`src/rtl/pc_redirect_unit_if.sv`:
```
// Execute-to-fetch bundle for pc_redirect_unit: EX-stage branch inputs and fetch-side outputs.
// The master side is the pipeline that drives EX and consumes fetch; the slave side is the unit.
interface pc_redirect_unit_if;
    logic        stall;
    logic        ex_valid;
    logic [5:0]  ex_ctrl;
    logic        ex_jalr;
    logic [31:0] ex_pc;
    logic [31:0] ex_imm;
    logic        branch;
    logic [31:0] ALU_result;
    logic [31:0] fetch_pc;
    logic        fetch_valid;
    logic        flush;
    logic [31:0] link_pc;
    logic        misaligned;

    modport master (
        output stall, ex_valid, ex_ctrl, ex_jalr, ex_pc, ex_imm, branch, ALU_result,
        input  fetch_pc, fetch_valid, flush, link_pc, misaligned
    );

    modport slave (
        input  stall, ex_valid, ex_ctrl, ex_jalr, ex_pc, ex_imm, branch, ALU_result,
        output fetch_pc, fetch_valid, flush, link_pc, misaligned
    );
endinterface

```
`src/rtl/pc_redirect_unit.sv`:
```
// Fetch PC generator with branch/jump resolution, flush bubbles and jal/jalr link address.
// Optional feature macro PC_MISALIGN_TRAP_EN: misaligned targets trap to TRAP_VEC instead of being truncated.
module pc_redirect_unit #(
    parameter logic [31:0] RESET_PC     = 32'h0000_0000,
    parameter int unsigned FLUSH_CYCLES = 2,
    parameter logic [31:0] TRAP_VEC     = 32'h0000_0100
) (
    input logic               clock,
    input logic               reset,
    pc_redirect_unit_if.slave bus
);

    localparam logic [2:0] FLUSH_LAST = 3'(FLUSH_CYCLES - 1);

    typedef enum logic [1:0] {
        ST_BOOT,
        ST_RUN,
        ST_FLUSH
`ifdef PC_MISALIGN_TRAP_EN
        , ST_TRAP
`endif
    } state_e;

    state_e      state_q, state_d;
    logic [31:0] pc_q, pc_d;
    logic [2:0]  cnt_q, cnt_d;
    logic        valid_q, valid_d;
    logic        flush_q, flush_d;
    logic        mis_q, mis_d;

    logic        is_jal, is_branch, is_jalr, taken;
    logic [31:0] target;

    assign is_jal    = (bus.ex_ctrl == 6'b011111);
    assign is_branch = (bus.ex_ctrl[5:3] == 3'b010);
    assign is_jalr   = bus.ex_jalr;
    assign taken     = bus.ex_valid & (is_jal | is_jalr | (is_branch & bus.branch));
    // jalr wins over a jal code so a mis-decoded control word still follows the register target
    assign target    = is_jalr ? {bus.ALU_result[31:1], 1'b0} : bus.ex_pc + bus.ex_imm;

    always_comb begin
        // NOTE: every next-state signal gets its hold value first so no path leaves one unassigned (no latch).
        state_d = state_q;
        pc_d    = pc_q;
        cnt_d   = cnt_q;
        mis_d   = mis_q;
        case (state_q)
            ST_BOOT: state_d = ST_RUN;
            ST_RUN: begin
                if (taken) begin
`ifdef PC_MISALIGN_TRAP_EN
                    if (target[1:0] != 2'b00) begin
                        pc_d    = TRAP_VEC;
                        mis_d   = 1'b1;
                        state_d = ST_TRAP;
                    end else begin
                        pc_d    = target;
                        cnt_d   = FLUSH_LAST;
                        state_d = ST_FLUSH;
                    end
`else
                    pc_d    = {target[31:2], 2'b00};
                    cnt_d   = FLUSH_LAST;
                    state_d = ST_FLUSH;
`endif
                end else if (!bus.stall) begin
                    pc_d = pc_q + 32'd4;
                end
            end
            ST_FLUSH: begin
                if (cnt_q == 3'd0) state_d = ST_RUN;
                else               cnt_d   = cnt_q - 3'd1;
            end
`ifdef PC_MISALIGN_TRAP_EN
            ST_TRAP: begin
                cnt_d   = FLUSH_LAST;
                state_d = ST_FLUSH;
            end
`endif
            default: state_d = ST_BOOT;
        endcase
    end

    // Status outputs are registered from the next state so they never glitch on state decode.
    assign valid_d = (state_d == ST_RUN);
`ifdef PC_MISALIGN_TRAP_EN
    assign flush_d = (state_d == ST_FLUSH) || (state_d == ST_TRAP);
`else
    assign flush_d = (state_d == ST_FLUSH);
`endif

    always_ff @(posedge clock or posedge reset) begin
        if (reset) begin
            state_q <= ST_BOOT;
            pc_q    <= RESET_PC;
            cnt_q   <= 3'd0;
            valid_q <= 1'b0;
            flush_q <= 1'b0;
            mis_q   <= 1'b0;
        end else begin
            // NOTE: non-blocking assignments so every flop samples the pre-edge values together.
            state_q <= state_d;
            pc_q    <= pc_d;
            cnt_q   <= cnt_d;
            valid_q <= valid_d;
            flush_q <= flush_d;
            mis_q   <= mis_d;
        end
    end

    assign bus.fetch_pc    = pc_q;
    assign bus.fetch_valid = valid_q;
    assign bus.flush       = flush_q;
    assign bus.link_pc     = bus.ex_pc + 32'd4;

    logic unused_ok;
`ifdef PC_MISALIGN_TRAP_EN
    assign bus.misaligned = mis_q;
    assign unused_ok      = bus.ALU_result[0];
`else
    assign bus.misaligned = 1'b0;
    assign unused_ok      = ^{bus.ALU_result[0], TRAP_VEC, mis_q};
`endif

endmodule

```
`src/flat_wrapper.sv`:
```
// flat-port wrapper written by rule: the top's interface ports become plain ports
module pc_redirect_unit_flat 
#(
    parameter logic [31:0] RESET_PC     = 32'h0000_0000,
    parameter int unsigned FLUSH_CYCLES = 2,
    parameter logic [31:0] TRAP_VEC     = 32'h0000_0100
)
  (clock, reset, bus_stall, bus_ex_valid, bus_ex_ctrl, bus_ex_jalr, bus_ex_pc, bus_ex_imm, bus_branch, bus_ALU_result, bus_fetch_pc, bus_fetch_valid, bus_flush, bus_link_pc, bus_misaligned);
  pc_redirect_unit_if bus_i ();
  input logic clock;
  input logic reset;
  input wire logic [$bits(bus_i.stall)-1:0] bus_stall;
  input wire logic [$bits(bus_i.ex_valid)-1:0] bus_ex_valid;
  input wire logic [$bits(bus_i.ex_ctrl)-1:0] bus_ex_ctrl;
  input wire logic [$bits(bus_i.ex_jalr)-1:0] bus_ex_jalr;
  input wire logic [$bits(bus_i.ex_pc)-1:0] bus_ex_pc;
  input wire logic [$bits(bus_i.ex_imm)-1:0] bus_ex_imm;
  input wire logic [$bits(bus_i.branch)-1:0] bus_branch;
  input wire logic [$bits(bus_i.ALU_result)-1:0] bus_ALU_result;
  output wire logic [$bits(bus_i.fetch_pc)-1:0] bus_fetch_pc;
  output wire logic [$bits(bus_i.fetch_valid)-1:0] bus_fetch_valid;
  output wire logic [$bits(bus_i.flush)-1:0] bus_flush;
  output wire logic [$bits(bus_i.link_pc)-1:0] bus_link_pc;
  output wire logic [$bits(bus_i.misaligned)-1:0] bus_misaligned;
  assign bus_i.stall = bus_stall;
  assign bus_i.ex_valid = bus_ex_valid;
  assign bus_i.ex_ctrl = bus_ex_ctrl;
  assign bus_i.ex_jalr = bus_ex_jalr;
  assign bus_i.ex_pc = bus_ex_pc;
  assign bus_i.ex_imm = bus_ex_imm;
  assign bus_i.branch = bus_branch;
  assign bus_i.ALU_result = bus_ALU_result;
  assign bus_fetch_pc = bus_i.fetch_pc;
  assign bus_fetch_valid = bus_i.fetch_valid;
  assign bus_flush = bus_i.flush;
  assign bus_link_pc = bus_i.link_pc;
  assign bus_misaligned = bus_i.misaligned;
  pc_redirect_unit #(.RESET_PC(RESET_PC), .FLUSH_CYCLES(FLUSH_CYCLES), .TRAP_VEC(TRAP_VEC)) u_core (.clock(clock), .reset(reset), .bus(bus_i));
endmodule
```
`config.mk`:
```
export PLATFORM = sky130hd
export DESIGN_NAME = pc_redirect_unit_flat
export DESIGN_NICKNAME = d
export VERILOG_FILES = /design/src/rtl/pc_redirect_unit_if.sv /design/src/rtl/pc_redirect_unit.sv /design/src/flat_wrapper.sv
export SDC_FILE = /design/constraint.sdc
export NUM_CORES = 1
export LEC_CHECK = 0
export BUFFER_PORTS_ARGS = -buffer_cell sky130_fd_sc_hd__buf_2
export CAP_MARGIN = 20
export CORE_MARGIN = 4
export CORE_UTILIZATION = 55
export CTS_BUF_LIST = sky130_fd_sc_hd__clkbuf_4 sky130_fd_sc_hd__clkbuf_8
export CTS_CLUSTER_SIZE = 25
export DETAILED_ROUTE_END_ITERATION = 10
export PLACE_DENSITY = 0.95
export SETUP_SLACK_MARGIN = 0.5
export SLEW_MARGIN = 20
export SYNTH_ARGS = -nofsm -noshare
export SYNTH_HDL_FRONTEND = slang
export SYNTH_SLANG_ARGS = --single-unit
export TNS_END_PERCENT = 5
```
`constraint.sdc`:
```
create_clock -name clock -period 6.5 [get_ports clock]
set_input_delay 0.325 -clock clock [delete_from_list [all_inputs] [get_ports clock]]
set_output_delay 0.325 -clock clock [all_outputs]
set_load 0.03 [all_outputs]
```
==> metrics.log <==
[metrics] number of rows in the core area: 32
[metrics] cell area after placement: 0.005325 mm²
[metrics] internal power: 725.4 µW
[metrics] HPWL Detailed: 11.06 mm
[metrics] Core Box Area: 0.007807 mm²
[metrics] post-synthesis share of cell area spent on xor and xnor gates: 0.1020
[metrics] number of diodes added for antenna fixing: 0
[metrics] minimum setup slack in the final design: 3.650 ns
[metrics] H-tree depth: 2
[metrics] clk sinks: 37
[metrics] maximum vdd ir drop: ~140 µV
[metrics] Filler Cell Count: 695
[metrics] sequential share of power: 0.311
[metrics] Worst Tran Pin Value: around 1.1 ns
[metrics] post-cts hold buffer count: 0
[metrics] initial core utilization: 0.5720
[metrics] Seq/Total Area, Yosys: 0.2073
[metrics] kind of start point of the critical path: input port
[metrics] type of the tightest min-delay check: input port to async pin
[metrics] remaining global-route overflow: 0
[metrics] Final Non-Filler Cells: 854
[metrics] Finished Cell Area: roughly 0.0054 mm²
[metrics] number of nets in the layout: 893
[metrics] Area Overhead vs Synth: 21.46%
[metrics] run status: completed
[metrics] Sw Ratio: 0.5227
[metrics] weighted congestion reported at the end of routability-driven placement: 0.9132
[metrics] library cells used by synthesis: between 60 and 70
[metrics] first-pass GRT wire length: around 23 mm
[metrics] horizontal extent of the die: approximately 98 µm
[metrics] wire length reported by the detailed router: 13.83 mm
[metrics] register bit total from synthesis: 37
[metrics] synthesized area: 0.004466 mm²
[metrics] setup TNS: 0 ns
[metrics] die outline area: 0.009625 mm²
[metrics] wire length per cell: ~16 µm
[metrics] number of cells in the design after placement: 846
[metrics] drt pass-1 iters: 6
[metrics] worst path bufs/invs: 1
[metrics] RSZ-0062 raised after global routing: no
[metrics] number of vias per cell after detailed routing: 6.133
[metrics] Compound-Gate Fraction of Synth Area: 0.3155
[metrics] Slew headroom: 0.2896
[metrics] arithmetic-cell share of the synthesized area counting full adders, half adders and majority gates: 0.09526
[metrics] Comb power frac: 0.582
[metrics] switching power: 794.6 µW
[metrics] mux cell area share after synthesis: 0.01009
[metrics] Setup Fix Bufs, Post-CTS: 0
[metrics] total count of hold-check failures in the final report: 0
[metrics] most common cell in the synthesized netlist: sky130_fd_sc_hd__nand2_1
[metrics] biggest area contributors in the synthesized netlist: sky130_fd_sc_hd__dfrtp_1, sky130_fd_sc_hd__ha_1, sky130_fd_sc_hd__a21oi_1
[metrics] Cell Pwr Density: 280.2 mW/mm²
[metrics] footprint of the multi-input gates: 0.003351 mm²
[metrics] number of buffers between clock root and the deepest sink: 2
[metrics] initial antenna violation count: 0
[metrics] type of element capturing the critical path: register
[metrics] number of I/O port buffers: roughly 170
[metrics] count of cells resized by post-cts repair: 0
[metrics] critical path data required time: 6.62 ns
[metrics] count of flip-flops with a built-in enable after synthesis: 0
[metrics] Top Family by Delay on Critical Path: compound AO/OA/AOI/OAI gates
[metrics] simple-gate portion of the synthesized area: 0.2225
[metrics] source-to-sink clock delay at the later pin of the worst-skew pair: 0.28 ns
[metrics] share of the clock period used by the worst path: 0.4385
[metrics] Post-Synthesis Mean Instance Area: 7.406 µm²
[metrics] total clock buffers created by CTS: 5
[metrics] initial DRC count: approximately 360
[metrics] pin count of the biggest net entering global routing: 41
[metrics] total power consumption of the routed design: 1520 µW
[metrics] area occupied by registers: 925.9 µm²
[metrics] cell type contributing the most total cell area after synthesis: sky130_fd_sc_hd__dfrtp_1
[metrics] delay of the slowest critical-path stage: 0.52 ns
[metrics] Max Clk Rate: 350.9 MHz
[metrics] portion of total power attributed to the clock network: 0.107
[metrics] vertical extent of the die: a little under 100 µm
[metrics] Synth warnings: 0
[metrics] number of global-route vias before repair: 4917
[metrics] CP Data Arrival Time: 2.97 ns
[metrics] critical-path maximum fanout: 5
[metrics] clock edge transition at the registers on the reported setup and hold paths: 0.07 ns
[metrics] Main synth FF type: sky130_fd_sc_hd__dfrtp_1
[metrics] Setup CP Type: input port to register
[metrics] Post-synth top cells: sky130_fd_sc_hd__nand2_1, sky130_fd_sc_hd__a21oi_1, sky130_fd_sc_hd__o21ai_0, sky130_fd_sc_hd__nor2_1, sky130_fd_sc_hd__dfrtp_1
[metrics] Cells after Synth: 603
[metrics] fraction of final layout cells sized beyond drive strength 1: 0.2620
[metrics] clock root cell: sky130_fd_sc_hd__clkbuf_8
[metrics] leakage dissipation: 0.002525 µW
[metrics] share of Yosys cell area claimed by the top area cell type: 0.2073
[metrics] # setup viols final: 0
[metrics] cells traversed along the worst timing path: buf_2 -> ha_1 -> a21oi_1 -> a21boi_2 -> a2111oi_4 -> o21bai_2 -> o21ai_2 -> xor2_1 -> nor2_1 -> a2111oi_0 -> a311oi_1
[metrics] Final Max Slew Viols: 0
[metrics] fraction of synthesis flops using an asynchronous set or reset pin: 1.000
[metrics] max cap viols: 0
[metrics] Crit-path slowest cell: sky130_fd_sc_hd__a2111oi_0
[metrics] worst slack after detailed placement: 3.089 ns
[metrics] total number of vias: 5238
[metrics] I/O pin cnt: 175
[metrics] count of nets left with antenna violations after detail routing: 0
[metrics] TritonCTS clock tree: done
[metrics] minimum clock period after layout: 2.850 ns
[metrics] dominant combinational cell family by area after synthesis: compound AO/OA/AOI/OAI gates
[metrics] Max Clock Skew: 0.006925 ns
[metrics] GRT Resource Usage Total: 0.2739
[metrics] DRC violation count after routing: 0
[tightest hold or removal path: stages]
cell                    delay [ns]
sky130_fd_sc_hd__buf_2        0.10
sky130_fd_sc_hd__inv_1        0.04
sky130_fd_sc_hd__buf_4        0.41
[cell type report]
type,count,area share
Multi-Input combinational cell,519,0.6178
Inverter,16,0.01107
Sequential cell,37,0.1707
Timing Repair Buffer,172,0.1601
Tap cell,102,0.02353
Clock buffer,8,0.01684
[cell usage in the layout (no fill, tap or decap), drive strengths merged, types with 4 or more instances in the layout]
master	instances
or3	5
inv	16
o221ai	4
nand2b	5
a211oi	9
buf	172
nor2	48
dfrtp	37
a31oi	12
nand2	65
o22ai	10
o21a	4
o21ai	62
a21oi	59
nand3	23
xor2	20
ha	34
nand4	12
o21bai	5
a22oi	5
a21o	14
and3	21
nor2b	6
xnor2	32
clkbuf	8
o31ai	4
nor3	13
[power by group through the flow]
stage | clock, µW | combinational, µW | sequential (µW)
3_3_place_gp | 0 | 849 | 458
5_1_grt | 176 | 958 | 488
2_1_floorplan | 0 | 433 | 634
6_report | 163 | 885 | 473
3_5_place_dp | 0 | 875 | 470
4_1_cts | 163 | 877 | 467
[stage by stage]
step	hold slack [ns]	utilization
3_5_place_dp	0.4556	0.6821
3_3_place_gp	0.4564	0.6821
4_1_cts	0.1544	0.6938
2_1_floorplan	0.4505	-
6_report	0.1430	0.6947
5_1_grt	0.1883	0.6947
[sequential cells by signal, indices dropped and copies added (netlist names)]
name,count
u_core.bus.fetch_pc,30
u_core.bus.fetch_valid,1
u_core.bus.flush,1
u_core.cnt_q,3
u_core.state_q,2
[logic make-up (layout without fill, tap and decap cells)]
kind of cell	count (synthesis)	in the layout
compound gates	217	217
mux	4	4
buf+inv	49	196
simple gates	209	209
fa+ha+maj	34	34
other cells	1	3
flops	37	37
xor+xnor	52	52
[worst paths after layout]
path | slack, ns | endpoint | start | depth (start not counted)
max in group asynchronous | 6.02 | u_core.bus.fetch_pc[16]$_DFFE_PP0P_ | reset | 3
worst min-delay path | 0.14 | u_core.bus.fetch_pc[24]$_DFFE_PP0P_ | reset | 3
min in group clock | 0.30 | u_core.bus.fetch_pc[27]$_DFFE_PP0P_ | bus_ALU_result[27] | 3
worst min register to register | 0.52 | u_core.cnt_q[0]$_DFFE_PP0P_ | u_core.cnt_q[0]$_DFFE_PP0P_ | 1
worst max-delay path | 3.65 | u_core.bus.fetch_pc[12]$_DFFE_PP0P_ | bus_ex_pc[2] | 11
worst max register to register | 4.02 | u_core.bus.fetch_pc[12]$_DFFE_PP0P_ | u_core.state_q[0]$_DFF_PP0_ | 4
[metal layers]
layer  track usage  vias to the layer above  share of wire
met5             0                        -              0
met4       0.07029                        0          0.019
met3       0.03786                       31          0.084
met2        0.4775                      273           0.49
met1        0.3564                     2420           0.41
li1              -                     2514              -
Note: power is estimated with default switching activity, not from simulation.
